**src/rtl/hazard_ctrl.sv**
```systemverilog
// Hazard and sequencing controller for the five-stage pipeline.
// Drives PC/pipeline enables, flushes and bubbles; keeps perf counters.
module hazard_ctrl #(
  parameter int MEM_TIMEOUT = 16,
  parameter int CNT_W       = 16
) (
  input  logic             CLK,
  input  logic             RST,
  input  logic [4:0]       id_rs,
  input  logic [4:0]       id_rt,
  input  logic             id_uses_rt,
  input  logic             ex_memread,
  input  logic [4:0]       ex_rt,
  input  logic             id_jump,
  input  logic             mem_branch_taken,
  input  logic             dmem_req,
  input  logic             dmem_ready,
  output logic             pc_write,
  output logic             ifid_write,
  output logic             ifid_flush,
  output logic             idex_bubble,
  output logic             exmem_flush,
  output logic             pipe_en,
  output logic             mem_error,
  output logic [CNT_W-1:0] stall_cnt,
  output logic [CNT_W-1:0] flush_cnt
);

  localparam int WW = $clog2(MEM_TIMEOUT) + 1;

  typedef enum logic [1:0] {
    RUN,
    MEM_WAIT,
    ERROR
  } state_e;

  state_e           state_q, state_d;
  logic [WW-1:0]    wait_q, wait_d;
  logic [CNT_W-1:0] stall_q, stall_d;
  logic [CNT_W-1:0] flush_q, flush_d;

  logic freeze;
  logic load_use;
  logic in_err;
  logic stall_ev;
  logic flush_ev;

  assign freeze = dmem_req & ~dmem_ready;
  assign in_err = (state_q == ERROR);

  assign load_use = ex_memread
                  & (ex_rt != 5'd0)
                  & ((ex_rt == id_rs)
                  | (id_uses_rt & (ex_rt == id_rt)));

  assign stall_ev = ~in_err & (freeze | load_use);

  // A jump loses to load-use, so it only flushes when no stall wins.
  assign flush_ev = ~in_err & ~freeze
                  & (mem_branch_taken
                  | (~load_use & id_jump));

  always_comb begin
    pc_write    = 1'b1;
    ifid_write  = 1'b1;
    ifid_flush  = 1'b0;
    idex_bubble = 1'b0;
    exmem_flush = 1'b0;
    pipe_en     = 1'b1;
    mem_error   = 1'b0;
    if (RST) begin
      pc_write    = 1'b0;
      ifid_write  = 1'b0;
      pipe_en     = 1'b0;
      ifid_flush  = 1'b1;
      idex_bubble = 1'b1;
      exmem_flush = 1'b1;
    end else if (in_err) begin
      pc_write   = 1'b0;
      ifid_write = 1'b0;
      pipe_en    = 1'b0;
      mem_error  = 1'b1;
    end else if (freeze) begin
      pc_write   = 1'b0;
      ifid_write = 1'b0;
      pipe_en    = 1'b0;
    end else if (mem_branch_taken) begin
      ifid_write  = 1'b0;
      ifid_flush  = 1'b1;
      idex_bubble = 1'b1;
      exmem_flush = 1'b1;
    end else if (load_use) begin
      pc_write    = 1'b0;
      ifid_write  = 1'b0;
      idex_bubble = 1'b1;
    end else if (id_jump) begin
      ifid_flush = 1'b1;
    end
  end

  always_comb begin
    state_d = state_q;
    wait_d  = wait_q;
    stall_d = stall_q;
    flush_d = flush_q;
    unique case (state_q)
      RUN: begin
        if (freeze) begin
          state_d = MEM_WAIT;
          wait_d  = WW'(1);
        end
      end
      MEM_WAIT: begin
        if (dmem_ready) begin
          state_d = RUN;
          wait_d  = '0;
        end else if (wait_q == WW'(MEM_TIMEOUT - 1)) begin
          state_d = ERROR;
        end else begin
          wait_d = wait_q + WW'(1);
        end
      end
      ERROR: ;
      default: state_d = ERROR;
    endcase
    if (stall_ev && stall_q != '1)
      stall_d = stall_q + CNT_W'(1);
    if (flush_ev && flush_q != '1)
      flush_d = flush_q + CNT_W'(1);
  end

  always_ff @(posedge CLK or posedge RST) begin
    if (RST) begin
      state_q <= RUN;
      wait_q  <= '0;
      stall_q <= '0;
      flush_q <= '0;
    end else begin
      state_q <= state_d;
      wait_q  <= wait_d;
      stall_q <= stall_d;
      flush_q <= flush_d;
    end
  end

  assign stall_cnt = stall_q;
  assign flush_cnt = flush_q;

endmodule
```
**config.mk**
```make
export PLATFORM = sky130hd
export DESIGN_NAME = hazard_ctrl
export DESIGN_NICKNAME = d
export VERILOG_FILES = /design/src/rtl/hazard_ctrl.sv
export SDC_FILE = /design/constraint.sdc
export NUM_CORES = 1
export LEC_CHECK = 0
export ABC_AREA = 1
export CORE_ASPECT_RATIO = 1.5
export CORE_MARGIN = 2
export CORE_UTILIZATION = 40
export DETAILED_ROUTE_END_ITERATION = 16
export PLACE_DENSITY = 0.66
export SLEW_MARGIN = 40
export SYNTH_ARGS = -nofsm -noshare
export SYNTH_HDL_FRONTEND = slang
export SYNTH_SLANG_ARGS = --single-unit
export TNS_END_PERCENT = 30
```
**constraint.sdc**
```tcl
create_clock -name CLK -period 5.4 [get_ports CLK]
set_input_delay 1.35 -clock CLK [delete_from_list [all_inputs] [get_ports CLK]]
set_output_delay 1.35 -clock CLK [all_outputs]
set_load 0.05 [all_outputs]
```
==> flow_metrics.env <==
export IMPL_drtIter0Drc=97
export IMPL_multi_input_area_mm2=0.00145
export IMPL_grt_pass1_wl_um=11100
export IMPL_synth_edff_count=0
export IMPL_port_buffers=61
export IMPL_finalWirelength_um=6720
export IMPL_syn_to_final_growth_pct=29.5
export IMPL_vias_per_cell=5.11
export IMPL_avgRoutedWirePerCell_um=12.9
export IMPL_core_area_mm2=0.00644
export IMPL_syn_inst=378
export IMPL_p_clk_share_pct=34.9
export IMPL_final_nets=470
export IMPL_slew_viol_final=0
export IMPL_cpMostUsedCell="inv_1"
export IMPL_start_util_pct=40.7
export IMPL_fp_row_count=36
export IMPL_r2r_start="flush_cnt[0]"
export IMPL_synthFlopType="dfrtp_1"
export IMPL_crit_buf_inv=6
export IMPL_grt_pass1_vias=2530
export IMPL_internal_power_mw=0.409
export IMPL_drc=0
export IMPL_synth_area_top_cells="dfrtp_1 37%, nand2_1 20%, nand3_1 7.6%"
export IMPL_crit_cells=10
export IMPL_switching_share_pct=24.8
export IMPL_cts_tree="built"
export IMPL_netlist_area_leader_share_pct=37.2
export IMPL_final_cell_area_mm2=0.00340
export IMPL_yosysWarnings=0
export IMPL_synth_area_mm2=0.00262
export IMPL_switching_power_mw=0.135
export IMPL_cp_max_fo=8
export IMPL_grt_antenna_before_repair=0
export IMPL_timing_fmax_ghz=0.209
export IMPL_num_antenna_cells=0
export IMPL_post_cts_buffers=0
export IMPL_grt_ovfl_total=0
export IMPL_via_count=2656
export IMPL_netlist_top_cells_count="138 x nand2_1, 40 x nand3_1, 39 x dfrtp_1, 38 x inv_1, 38 x nor2_1"
export IMPL_post_dp_cell_area_mm2=0.00332
export IMPL_setup_viol=0
export IMPL_hpwl_um=5090
export IMPL_grt_usage_pct=19.0
export IMPL_clock_skew_ns=0.00203
export IMPL_crit_type="input port to primary output"
export IMPL_reg2reg_to="flush_cnt[1]"
export IMPL_p_leak_nw=1.68
export IMPL_synth_cell_types=29
export IMPL_max_slew_margin_pct=65.3
export IMPL_postSynthAreaPerCell_um2=6.94
export IMPL_cts_made_buffers=5
export IMPL_worst_setup_path_end_kind="primary output"
export IMPL_status="finished clean"
export IMPL_place_gp_congestion=0.876
export IMPL_synth_async_reset_ratio_pct=100
export IMPL_seq_power_share_pct=54.1
export IMPL_crit_start="ex_rt[1]"
export IMPL_drt_first_pass_iters=5
export IMPL_die_y_um=103
export IMPL_crit_chain="clkdlybuf4s50_1, inv_1, nand4_1, o21ai_0, inv_1, nand3_1, buf_4, nand2_1, inv_1, clkdlybuf4s50_1"
export IMPL_hold_viol=0
export IMPL_synth_fp_nets=405
export IMPL_worstSetupStartpointType="input port"
export IMPL_fillerInstances=648
export IMPL_crit_path_end="pc_write"
export IMPL_cpPeakStageDelay_ns=0.78
export IMPL_fin_crit_sh_pct=88.6
export IMPL_insertion_delay_ns=0.28
export IMPL_reg2reg_depth=7
export IMPL_ctsHoldBuffers=0
export IMPL_die_area_mm2=0.00724
export IMPL_finalWorstPathRequiredPeriod_ns=4.78
export IMPL_cts_root_buf="clkbuf_8"
export IMPL_synth_area_leader_cell="dfrtp_1"
export IMPL_tightest_slew_ns=0.519
export IMPL_synth_seq_area_share_pct=37.2
export IMPL_ys_ff_latch=39
export IMPL_cp_top_family="buffers and inverters"
export IMPL_htree_num_levels=2
export IMPL_reg2reg_slack_ns=3.30
export IMPL_drive_above_1_share_pct=5.18
export IMPL_yosysMostFrequentCell="nand2_1"
export IMPL_arrival_ns=3.43
export IMPL_rsz0062_at_grt="no"
export IMPL_critPathRequiredTime_ns=4.05
export IMPL_antenna_left=0
export IMPL_drv_cap=0
export IMPL_powerDensity_mw_per_mm2=160
export IMPL_clk_pin_slew_ns=0.07
export IMPL_cts_max_path_buffers=2
export IMPL_hold_path_class="flip-flop to flip-flop"
export IMPL_grt_max_degree=25
export IMPL_fp_dieW_um=70.1
export IMPL_cpMaxStageDelayCell="clkdlybuf4s50_1"
export IMPL_pin_count=62
export IMPL_setup_tns_ns=0
export IMPL_clock_sinks=39
export IMPL_cts_resized=0
export IMPL_vdd_drop_max_v=0.0000736
export IMPL_combPwrFrac_pct=11.1
export IMPL_seqCellArea_um2=976
[placed cells by master (no fill, tap or decap), types with 2 or more instances in the layout]
master,n
nand2_1,138
clkdlybuf4s50_1,60
nand3_1,40
dfrtp_1,39
inv_1,38
nor2_1,38
nand4_1,19
xor2_1,16
xnor2_1,12
buf_4,6
nor3_1,5
clkbuf_8,5
o21ai_0,4
ha_1,4
a21oi_1,3
nand3_2,2
clkbuf_1,2
[through the flow]
stage / util, % / std cells / worst slack [ns] / total power, mW / hold WS, ns
floorplan: - / 378 / 0.935 / 0.331 / 0.452
finish: 52.8 / 520 / 0.618 / 0.544 / 0.493
global placement: 51.5 / 512 / 0.650 / 0.360 / 0.465
global route: 52.8 / 520 / 0.450 / 0.572 / 0.536
detailed placement: 51.5 / 512 / 0.609 / 0.361 / 0.477
CTS: 52.8 / 520 / 0.609 / 0.554 / 0.496
[final cells by class]
type | instances | area share [%]
Multi-Input combinational cell | 292 | 42.8
Sequential cell | 39 | 28.7
Timing Repair Buffer | 66 | 19.0
Inverter | 39 | 4.31
Tap cell | 76 | 2.80
Clock buffer | 7 | 2.25
Clock inverter | 1 | 0.147
[power groups by stage]
| stage | registers [mW] | logic [mW] | clock network [mW] |
|---|---|---|---|
| final | 0.294 | 0.0603 | 0.190 |
| after global routing | 0.295 | 0.0672 | 0.210 |
| after CTS | 0.294 | 0.0611 | 0.198 |
| after detailed placement | 0.300 | 0.0610 | 0 |
| after global placement | 0.300 | 0.0603 | 0 |
| after floorplan | 0.303 | 0.0277 | 0 |
[registers in the layout, summed over array words and instances (netlist names)]
register   cells
flush_cnt     16
stall_cnt     16
state_q        2
wait_q         5
[how the worst min path moves through the flow]
stage / from / to / slack (ns) / depth (start not counted)
2_1_floorplan: wait_q[4] / wait_q[4] / 0.45 / 2
5_1_grt: wait_q[4] / wait_q[4] / 0.54 / 2
3_3_place_gp: wait_q[4] / wait_q[4] / 0.47 / 2
4_1_cts: wait_q[4] / wait_q[4] / 0.50 / 2
6_report: wait_q[4] / wait_q[4] / 0.49 / 2
3_5_place_dp: wait_q[4] / wait_q[4] / 0.48 / 2
[logic make-up after synthesis]
group / count (synthesis) / share of synthesized area, %
simple gates: 250 / 41.9
buf+inv: 47 / 7.39
flops: 39 / 37.2
xor+xnor: 28 / 9.35
compound gates: 10 / 2.29
fa+ha+maj: 4 / 1.91
[metal layers]
layer	up-vias	global-route usage (%)	share of wire, %
met5	-	0	0
met4	0	8.14	2.4
met3	14	3.49	5.3
met2	84	36.2	53
met1	1225	20.7	40
li1	1333	-	-
[worst min-delay path: cells and delay by family (launching register included)]
| family | cells | cell delay [ns] |
|---|---|---|
| AND/OR/NAND/NOR | 1 | 0.05 |
| AO/OA/AOI/OAI | 1 | 0.06 |
| flip-flops | 1 | 0.35 |
(Power assumes the default switching activity.)
